===== src/rtl/scan_addr_sequencer.sv =====
//----------------------------------------------------------------------------
// Module      : scan_addr_sequencer
// Description : Position sequencer for a 4-to-16 decoder with a dwell prescaler,
//               manual stepping and up/down/ping-pong/hold patterns.
// Revision    : 1.0 - initial release
//----------------------------------------------------------------------------
`default_nettype none

module scan_addr_sequencer #(
  parameter int N = 24
) (
  input  logic         clk,
  input  logic         reset,
  input  logic         run,
  input  logic         step,
  input  logic [1:0]   mode,
  input  logic [N-1:0] dvsr,
  input  logic         show,
  output logic         en,
  output logic [3:0]   a,
  output logic         tick,
  output logic         wrap
);

  typedef enum logic {
    DIR_UP   = 1'b0,
    DIR_DOWN = 1'b1
  } dir_e;

  localparam logic [1:0] c_MODE_UP   = 2'b00;
  localparam logic [1:0] c_MODE_DOWN = 2'b01;
  localparam logic [1:0] c_MODE_PING = 2'b10;

  logic [N-1:0] count_q, count_d;
  logic [3:0]   a_q, a_d;
  dir_e         dir_q, dir_d;
  logic         step_q;
  logic         tick_q, wrap_q, wrap_d;
  logic         en_q;
  logic         w_adv;

  always_comb begin
    count_d = count_q;
    w_adv   = 1'b0;
    a_d     = a_q;
    dir_d   = dir_q;
    wrap_d  = 1'b0;

    // >= (not ==) so a dvsr lowered below the running count fires immediately
    if (run) begin
      if (count_q >= dvsr) begin
        count_d = '0;
        w_adv   = 1'b1;
      end else begin
        count_d = count_q + N'(1);
      end
    end else begin
      count_d = '0;
      w_adv   = step & ~step_q;
    end

    if (w_adv) begin
      case (mode)
        c_MODE_UP: begin
          a_d    = a_q + 4'd1;
          wrap_d = (a_q == 4'd15);
          dir_d  = DIR_UP;
        end
        c_MODE_DOWN: begin
          a_d    = a_q - 4'd1;
          wrap_d = (a_q == 4'd0);
          dir_d  = DIR_DOWN;
        end
        c_MODE_PING: begin
          if (dir_q == DIR_UP) begin
            if (a_q == 4'd15) begin
              a_d    = 4'd14;
              dir_d  = DIR_DOWN;
              wrap_d = 1'b1;
            end else begin
              a_d = a_q + 4'd1;
            end
          end else begin
            if (a_q == 4'd0) begin
              a_d    = 4'd1;
              dir_d  = DIR_UP;
              wrap_d = 1'b1;
            end else begin
              a_d = a_q - 4'd1;
            end
          end
        end
        default: ;
      endcase
    end
  end

  always_ff @(posedge clk) begin
    if (reset) begin
      count_q <= '0;
      a_q     <= 4'd0;
      dir_q   <= DIR_UP;
      step_q  <= 1'b0;
      tick_q  <= 1'b0;
      wrap_q  <= 1'b0;
      en_q    <= 1'b0;
    end else begin
      count_q <= count_d;
      a_q     <= a_d;
      dir_q   <= dir_d;
      step_q  <= step;
      tick_q  <= w_adv;
      wrap_q  <= wrap_d;
      en_q    <= show;
    end
  end

  assign en   = en_q;
  assign a    = a_q;
  assign tick = tick_q;
  assign wrap = wrap_q;

endmodule

`default_nettype wire


===== config.mk =====
export PLATFORM = sky130hd
export DESIGN_NAME = scan_addr_sequencer
export DESIGN_NICKNAME = d
export VERILOG_FILES = /design/src/rtl/scan_addr_sequencer.sv
export SDC_FILE = /design/constraint.sdc
export NUM_CORES = 1
export LEC_CHECK = 0
export CORE_UTILIZATION = 25
export DETAILED_ROUTE_END_ITERATION = 10
export GPL_TIMING_DRIVEN = 0
export PLACE_DENSITY_LB_ADDON = 0.3
export SLEW_MARGIN = 10
export SYNTH_ARGS = -nofsm -noshare
export SYNTH_HDL_FRONTEND = slang
export SYNTH_SLANG_ARGS = --single-unit

===== constraint.sdc =====
create_clock -name clk -period 3.2 [get_ports clk]
set_input_delay 0.96 -clock clk [delete_from_list [all_inputs] [get_ports clk]]
set_output_delay 0.96 -clock clk [all_outputs]
set_load 0.01 [all_outputs]

Yosys cells after proc, flatten, opt, wreduce, memory -nomap -nowiden
Index checks and enable logic that the tools add are counted.
{ "totals": {"reg_bits": 33, "wordCells": 37, "out_inout_bits": 7, "inputBits": 31} }
{ "classes": {"n_eq_ne": 3, "n_addsub": 3, "order_cmp": 1, "bitwise": 4, "reduce_logical": 6, "n_mux": 13} }
{ "ops": {"columns": ["cell", "n"], "rows": [
  ["$add A24 B1 Y24 const B", 1],
  ["$ge A24 B24 Y1", 1],
  ["$mux W4", 3],
  ["$pmux W4 S3", 1],
  ["$mux W1", 7],
  ["$pmux W1 S3", 2],
  ["$add A4 B1 Y4 const B", 1],
  ["$eq A4 B4 Y1 const B", 1],
  ["$logic_not A4 Y1", 1],
  ["$sub A4 B1 Y4 const B", 1],
  ["$not A1 Y1", 3],
  ["$reduce_bool A3 Y1", 1],
  ["$reduce_or A3 Y1", 1],
  ["$eq A2 B1 Y1 const B", 1],
  ["$eq A2 B2 Y1 const B", 1],
  ["$logic_not A2 Y1", 1],
  ["$reduce_and A2 Y1", 1],
  ["$reduce_or A2 Y1", 1],
  ["$and A1 B1 Y1", 1]
]} }

Depth between registers and ports, before layout
{ "logic_depth": {"depth_word": 5, "depth_mapped": 10, "depth_no_buf": 8} }

Worst setup path before layout
Ideal clock, no wire load.
{ "synth_timing": {"path_kind": "input to register", "startpoint": "in dvsr[14]", "endpoint": "reg a_q[3] (netlist: a[3])", "slack_ns": 0.595, "t_arrival_ns": 2.482, "required_ns": 3.077, "stages": 8, "path_buffers": 0, "setup_ns": 0.123, "path_cell_list": "inv_1 -> ha_1 -> nand4_1 -> nor3_2 -> a21oi_2 -> a2111oi_4 -> nor2_2 -> mux2_1"} }
{ "synth_between": {"elab_chain_cells": 4} }
{ "synth_lines": {"columns": ["item", "line_no", "rtl"], "rows": [
  ["start, declared", "17", "input logic [N-1:0] dvsr,"],
  ["$ge A24 B24 Y1", "51", "if (count_q >= dvsr) begin"],
  ["$mux W1", "51", null],
  ["$mux W1", "50", "if (run) begin"],
  ["$reduce_and A2 Y1 (no line)", null, null],
  ["end signal, assigned", "101", "a_q <= 4'd0;"],
  ["end signal, assigned", "109", "a_q <= a_d;"],
  ["end, declared", "35", "logic [3:0] a_q, a_d;"]
]} }
Every way passes these cells.
A chain may end at the register's enable or synchronous reset.

Worst setup path after layout
{ "layout_timing": {"startpoint": "in dvsr[23]", "endpoint": "reg a_q[3] (netlist: a[3])"} }
The elaborated chain is that of the path after synthesis.

==> metrics <==
WL met2=2.37 mm; status=finished clean; Post-DP Area=0.00287 sq mm; crit path launch type=primary input; DRT antenna net count=0; Post-Route M1 WL=2.58 mm; Root Buffer=clkbuf_8; I/O pins=38; layout cells sized above 1=6.97%; Setup Skew=0.00689 ns; gr ovfl total=0; ys async rst share=0%; Seq cells post-synth=33; Via Count=2048; post-route setup slack=0.218 ns; cells after synthesis=285; area grow syn2layout=26.5%; max layer used=met4; crit path kind=primary input to flip-flop; core area=0.00920 sq mm; clk buf depth=2; fin util=32.5%; Setup violations, final=0; Worst-Skew Late Latency=0.28 ns; clk sinks=33; synthesized area per cell=8.29 sq um; Die Width=99.2 microns; yosys warns=0; hold path start=count_q[0]; CTS tree=yes; vias in the first global route=1949; cts bufs inserted=5; CTS clock-pin slew for the worst setup and hold paths=0.07 ns; crit path max fanout=4; Final Cycle Share=93.2%; Slew @ Worst Pin=0.512 ns; Worst setup EP type=flip-flop; largest net degree at the start of global routing=11; Final Hold Viols=0; post-CTS resize count=0; CTS hold repair buffers=0; crit path launch=dvsr[23]; Die Span Y=99.2 microns; post-CTS setup buffer count=0; DP HPWL=4.18 mm; first-pass GRT wire length=9.03 mm; unrepaired setup endpoints after global routing=no; vias per std cell=4.64; Fmax=0.335 GHz; worst hold-check path type=flip-flop to flip-flop; Worst slew margin=65.8%; DP Worst Slack=-0.0833 ns; total wire length=5.17 mm; maximum VDD drop=159 uV; H-tree Lvls=2; Total GRT Usage=11.4%; antenna cell count=0; # nets final=391; DR pass1 iterations=4; First DRT Iteration DRCs=74; Initial Util=25.7%; Port Buffer Count=37; sequential fraction of the synthesis area=28.0%; Fillers=980; Mapped Nets=347; Slew Limit Fails=0; Design Area, Final=0.00299 sq mm; Rows=35; Power Density=327 mW/mm^2; die area=0.00985 sq mm; Synth Flop Type=dfxtp_1; Synth cell types=50; drt drc=0; Synth Cell Area=0.00236 sq mm; Worst EP arrival=3.15 ns; P_leak=1.24 nW; critical path required time=3.36 ns; Post-synth EDFFs=0; Met3 Wirelength=196 microns; r2r startpoint=count_q[21]; wire per inst=11.7 microns; Placer Congestion=0.920; Period minus WS final=2.98 ns; max-cap viol count=0; initial antenna violation count=0
per-stage QoR:
step | instances | hold slack (ns) | setup TNS, ns | power, W
6_report | 441 | 0.473 | 0 | 0.000979
5_1_grt | 441 | 0.485 | 0 | 0.00103
4_1_cts | 441 | 0.467 | 0 | 0.000991
3_5_place_dp | 433 | 0.450 | -0.969 | 0.000587
3_3_place_gp | 433 | 0.439 | -0.603 | 0.000586
2_1_floorplan | 285 | 0.425 | 0 | 0.000516
cell usage in the layout, fill, tap and decap left out, drive strengths merged, types with 2 or more instances in the layout:
cell and instances:
a21o 3, a21oi 15, a32o 2, and2 3, and3 9, buf 4
clkbuf 11, clkdlybuf4s50 37, dfxtp 33, ha 31, inv 36, mux2 2
mux2i 2, nand2 17, nand3 12, nand4 8, nor2 33, nor2b 3
nor3 7, nor3b 3, nor4 2, o2111ai 2, o211ai 3, o21ai 8
o21bai 2, o31a 2, xnor2 12, xor2 11
critical path: stages:
cell and delay (ns):
clkdlybuf4s50_1 0.45, inv_1 0.04, ha_1 0.31, nand4_1 0.12
or2_1 0.23, nor3b_2 0.08, o31a_1 0.32, nor2_2 0.27
mux2_1 0.36
cell families after synthesis:
| family | count (synthesis) | share of synthesized area, % |
|---|---|---|
| AND/OR/NAND/NOR | 104 | 22.9 |
| adder cells (fa/ha/maj) | 31 | 16.4 |
| XOR/XNOR | 23 | 8.52 |
| flip-flops | 33 | 28.0 |
| multiplexers | 4 | 1.80 |
| buffers and inverters | 44 | 7.99 |
| AO/OA/AOI/OAI | 46 | 14.4 |
worst paths after layout:
kind,endpoint,slack [ns],depth (start not counted)
setup reg to reg,a[3],1.00,7
hold / removal,count_q[0],0.47,1
hold reg to reg,count_q[0],0.47,1
setup / recovery,a[3],0.22,9
cells in the mapped netlist (2+ instances only):
master     instances  area share (%)
inv_1             36             5.7
dfxtp_1           33              28
ha_1              31              16
nor2_1            28             4.4
nand2_1           17             2.7
a21oi_1           14             3.0
nand3_1           12             2.5
xnor2_1           12             4.4
xor2_1            11             4.1
and3_1             9             2.4
nand4_1            8             2.1
o21ai_0            7             1.5
nor3_1             6             1.3
nor2_2             5             1.3
clkbuf_1           4            0.64
a21o_1             3            0.95
and2_1             3            0.79
buf_6              3             1.4
nor2b_1            3            0.79
o211ai_1           3            0.95
a32o_1             2            0.85
mux2_1             2            0.95
mux2i_1            2            0.85
nor3b_1            2            0.64
nor4_1             2            0.53
o2111ai_1          2            0.74
o31a_1             2            0.74
layer usage:
metal  up-vias  track usage [%]
li1       1069                -
met1       939             14.9
met2        35             19.0
met3         5             2.81
met4         0             2.38
met5         -                0
area by class of cell:
type / instances / area, sq um / share of cell area [%]
plain buffers: 8 / 53.8 / 1.80
clock buffers: 7 / 86.3 / 2.89
clock inverters: 1 / 30.0 / 1.00
inverters: 36 / 135 / 4.52
multi-input cells: 208 / 1510 / 50.6
flip-flops and latches: 33 / 661 / 22.1
well taps: 111 / 139 / 4.65
repair buffers: 37 / 370 / 12.4
report_power, final:
group / internal (W) / leakage, nW / total, W / switching, W
Clock: 0.000254 / 0.0585 / 0.000401 / 0.000148
Combinational: 0.0000801 / 0.910 / 0.000151 / 0.0000710
Sequential: 0.000418 / 0.267 / 0.000426 / 0.00000850
sequential cells by signal, indices dropped and copies added, names as in the netlist:
| name | flops |
|---|---|
| count_q | 24 |
| dir_q | 1 |
| a | 4 |
| en | 1 |
| wrap | 1 |
| step_q | 1 |
| tick | 1 |
Power figures use the tool's default switching activity.
==> patch, RTL diff (same flow settings) <==
Register the output `a` once more; this adds one clock of latency there. The other outputs are not delayed to match.
--- a/src/rtl/scan_addr_sequencer.sv
+++ b/src/rtl/scan_addr_sequencer.sv
@@ -117,5 +117,7 @@
 
   assign en   = en_q;
-  assign a    = a_q;
+  always_ff @(posedge clk) begin
+    a <= a_q;
+  end
   assign tick = tick_q;
   assign wrap = wrap_q;
Function: changed (a bounded check fails within 4 cycles, from zero or initial values and one cycle with reset high).
==> patch against the unedited design <==
Sequential power rose by 13%. Sequential cell count rose by 4. Setup slack got worse by 1.9 ps. Area after synthesis rose by 6.7%. Cell count rose by 4.5%. Total power fell by 1.5%. Design area rose by 5.4%. Clock power fell by 21%. Global-route usage fell by 0.98 points. Routed wire length fell by 0.89%. Combinational power rose by 9.9%. Sequential share of layout area rose by 1.4 points.
==> patch: results (changes against the unedited design) <==
| Metric | Value |
|---|---|
| Status | finished clean (unchanged) |
| Final Worst Setup Slack | 216 ps (was 218 ps) |
| Largest net degree at the start of global routing | 12 (was 11) |
| Synth area leaders | dfxtp_1 29%, ha_1 15%, nor2_4 8.0% (was dfxtp_1 28%, ha_1 16%, inv_1 5.7%) |
| Synth cell types | 51 (was 50) |
| Xor-xnor portion of the synthesized cell area | 0.0799 (was 0.0852) |
| Vias in the first global route | 1935 (was 1949) |
| Post-place setup slack | -128 ps (was -83.3 ps) |
| CTS clk-pin slew, worst paths | 70 ps (about the same) |
| Drc violations | 0 (unchanged) |
| Fillers | 1041 (was 980) |
| Slew @ Worst Pin | 566 ps (was 512 ps) |
| Reg2reg start | count_q[9] (was count_q[21]) |
| LEAKAGE | 1.24 nW (about the same) |
| Layout cells sized above 1 | 0.125 (was 0.0697) |
| WL per Instance | 11.1 um (was 11.7 um) |
| Drt pass-1 iters | 5 (was 4) |
| R2R depth | 9 (was 7) |
| Post-DP HPWL | 4.13 mm (was 4.18 mm) |
| Post-synthesis compound-gate area fraction | 0.138 (was 0.144) |
| Iter 0 DRT Violations | 30 (was 74) |
| Worst EP arrival | 3210 ps (was 3150 ps) |
| Post-synthesis sequential area ratio | 0.294 (was 0.280) |
| Total Routing Usage GR | 0.104 (was 0.114) |
| Worst-path maximum fanout | 10 (was 4) |
| Mux cell area share after synthesis | 0.00843 (was 0.0180) |
| Via density | 4.39 (was 4.64) |
| Commonest cells post-synth | 37 x dfxtp_1, 36 x inv_1, 31 x ha_1, 22 x nand2_1, 18 x nor2_4 (was 36 x inv_1, 33 x dfxtp_1, 31 x ha_1, 28 x nor2_1, 17 x nand2_1) |
| Net count, final | 389 (was 391) |
| First-pass GRT wire length | 8.55 mm (was 9.03 mm) |
| Skew final | 8.02 ps (was 6.89 ps) |
| Critical Path End | count_q[8] (was a[3]) |
| Cell with the most instances after synthesis | dfxtp_1 (was inv_1) |
| Cell-internal power | 0.707 mW (was 0.751 mW) |
| Worst setup path start | dvsr[6] (was dvsr[23]) |
| Post-Synth Adder-Cell Area | 0.154 (was 0.164) |
| Syn Nets | 345 (was 347) |
| Hold path start | a_q[2] (was count_q[0]) |
[patch: cell types whose count changed after synthesis, moves of 3 or more]
cell	change
nor2_4	+18
nor2_2	-3
a211oi_1	+4
xnor2_1	-3
nand2_1	+5
xor2_1	+3
dfxtp_1	+4
and3_1	-4
nand3_1	-4
nor3_1	-3
o211ai_1	-3
nor2_1	-13
[patch: worst min path at each step]
stage	end	cells past startpoint
floorplan	a[2]	0
global route	a[2]	0
detailed placement	a[2]	0
CTS	a[2]	0
finish	a[2]	0
global placement	a[2]	0
[patch: timing repair]
| item | CTS | global route |
|---|---|---|
| endpoints found under the setup margin | 0 | 5 |
| hold buffers | 0 | 0 |
| resized for setup | 0 | 1 |
[patch: final cells by class]
type | count | area share
multi-input combinational | 204 | 0.509
sequential | 37 | 0.235
timing repair buffer | 37 | 0.118
tap | 133 | 0.0528
inverter | 36 | 0.0429
clock buffer | 6 | 0.0230
buffer | 6 | 0.0167
clock inverter | 2 | 0.00318
[patch: cells by family (layout without fill, tap and decap cells)]
kind of cell | count (synthesis) | after routing
multiplexers | 2 | 2
adder cells (fa/ha/maj) | 31 | 31
XOR/XNOR | 23 | 23
buffers and inverters | 42 | 87
flip-flops | 37 | 37
AO/OA/AOI/OAI | 49 | 49
AND/OR/NAND/NOR | 99 | 99
[patch: power by group through the flow]
stage                     Combinational [mW]  Sequential [mW]  Clock [mW]
final                                  0.166            0.481       0.317
after global routing                   0.184            0.483       0.348
after CTS                              0.167            0.482       0.327
after detailed placement               0.166            0.492           0
after global placement                 0.165            0.492           0
after floorplan                       0.0946            0.492           0
[patch: layer usage]
metal  vias to the layer above  part of all wire  GRT usage
li1                       1055                 -          -
met1                       933              0.46      0.122
met4                         0            0.0086     0.0264
met3                         7             0.039     0.0246
met2                        29              0.49      0.189
met5                         -                 0          0
[patch: through the flow]
stage	util	TNS, ps	cells	cell area, um2	hold slack, ps
CTS	0.321	0	461	3140	392
global placement	0.313	-680	453	3060	372
finish	0.322	0	461	3150	388
global route	0.322	0	461	3150	393
floorplan	-	0	283	2520	342
detailed placement	0.313	-1300	453	3060	372
[patch: critical path: stages]
cell and delay [ps]:
clkdlybuf4s50_1 460, inv_1 50, ha_1 300, a21o_1 180, a21o_1 200, a221oi_2 310, o311a_4 280, nand2b_1 70
buf_6 140, buf_8 160, nor2_4 100
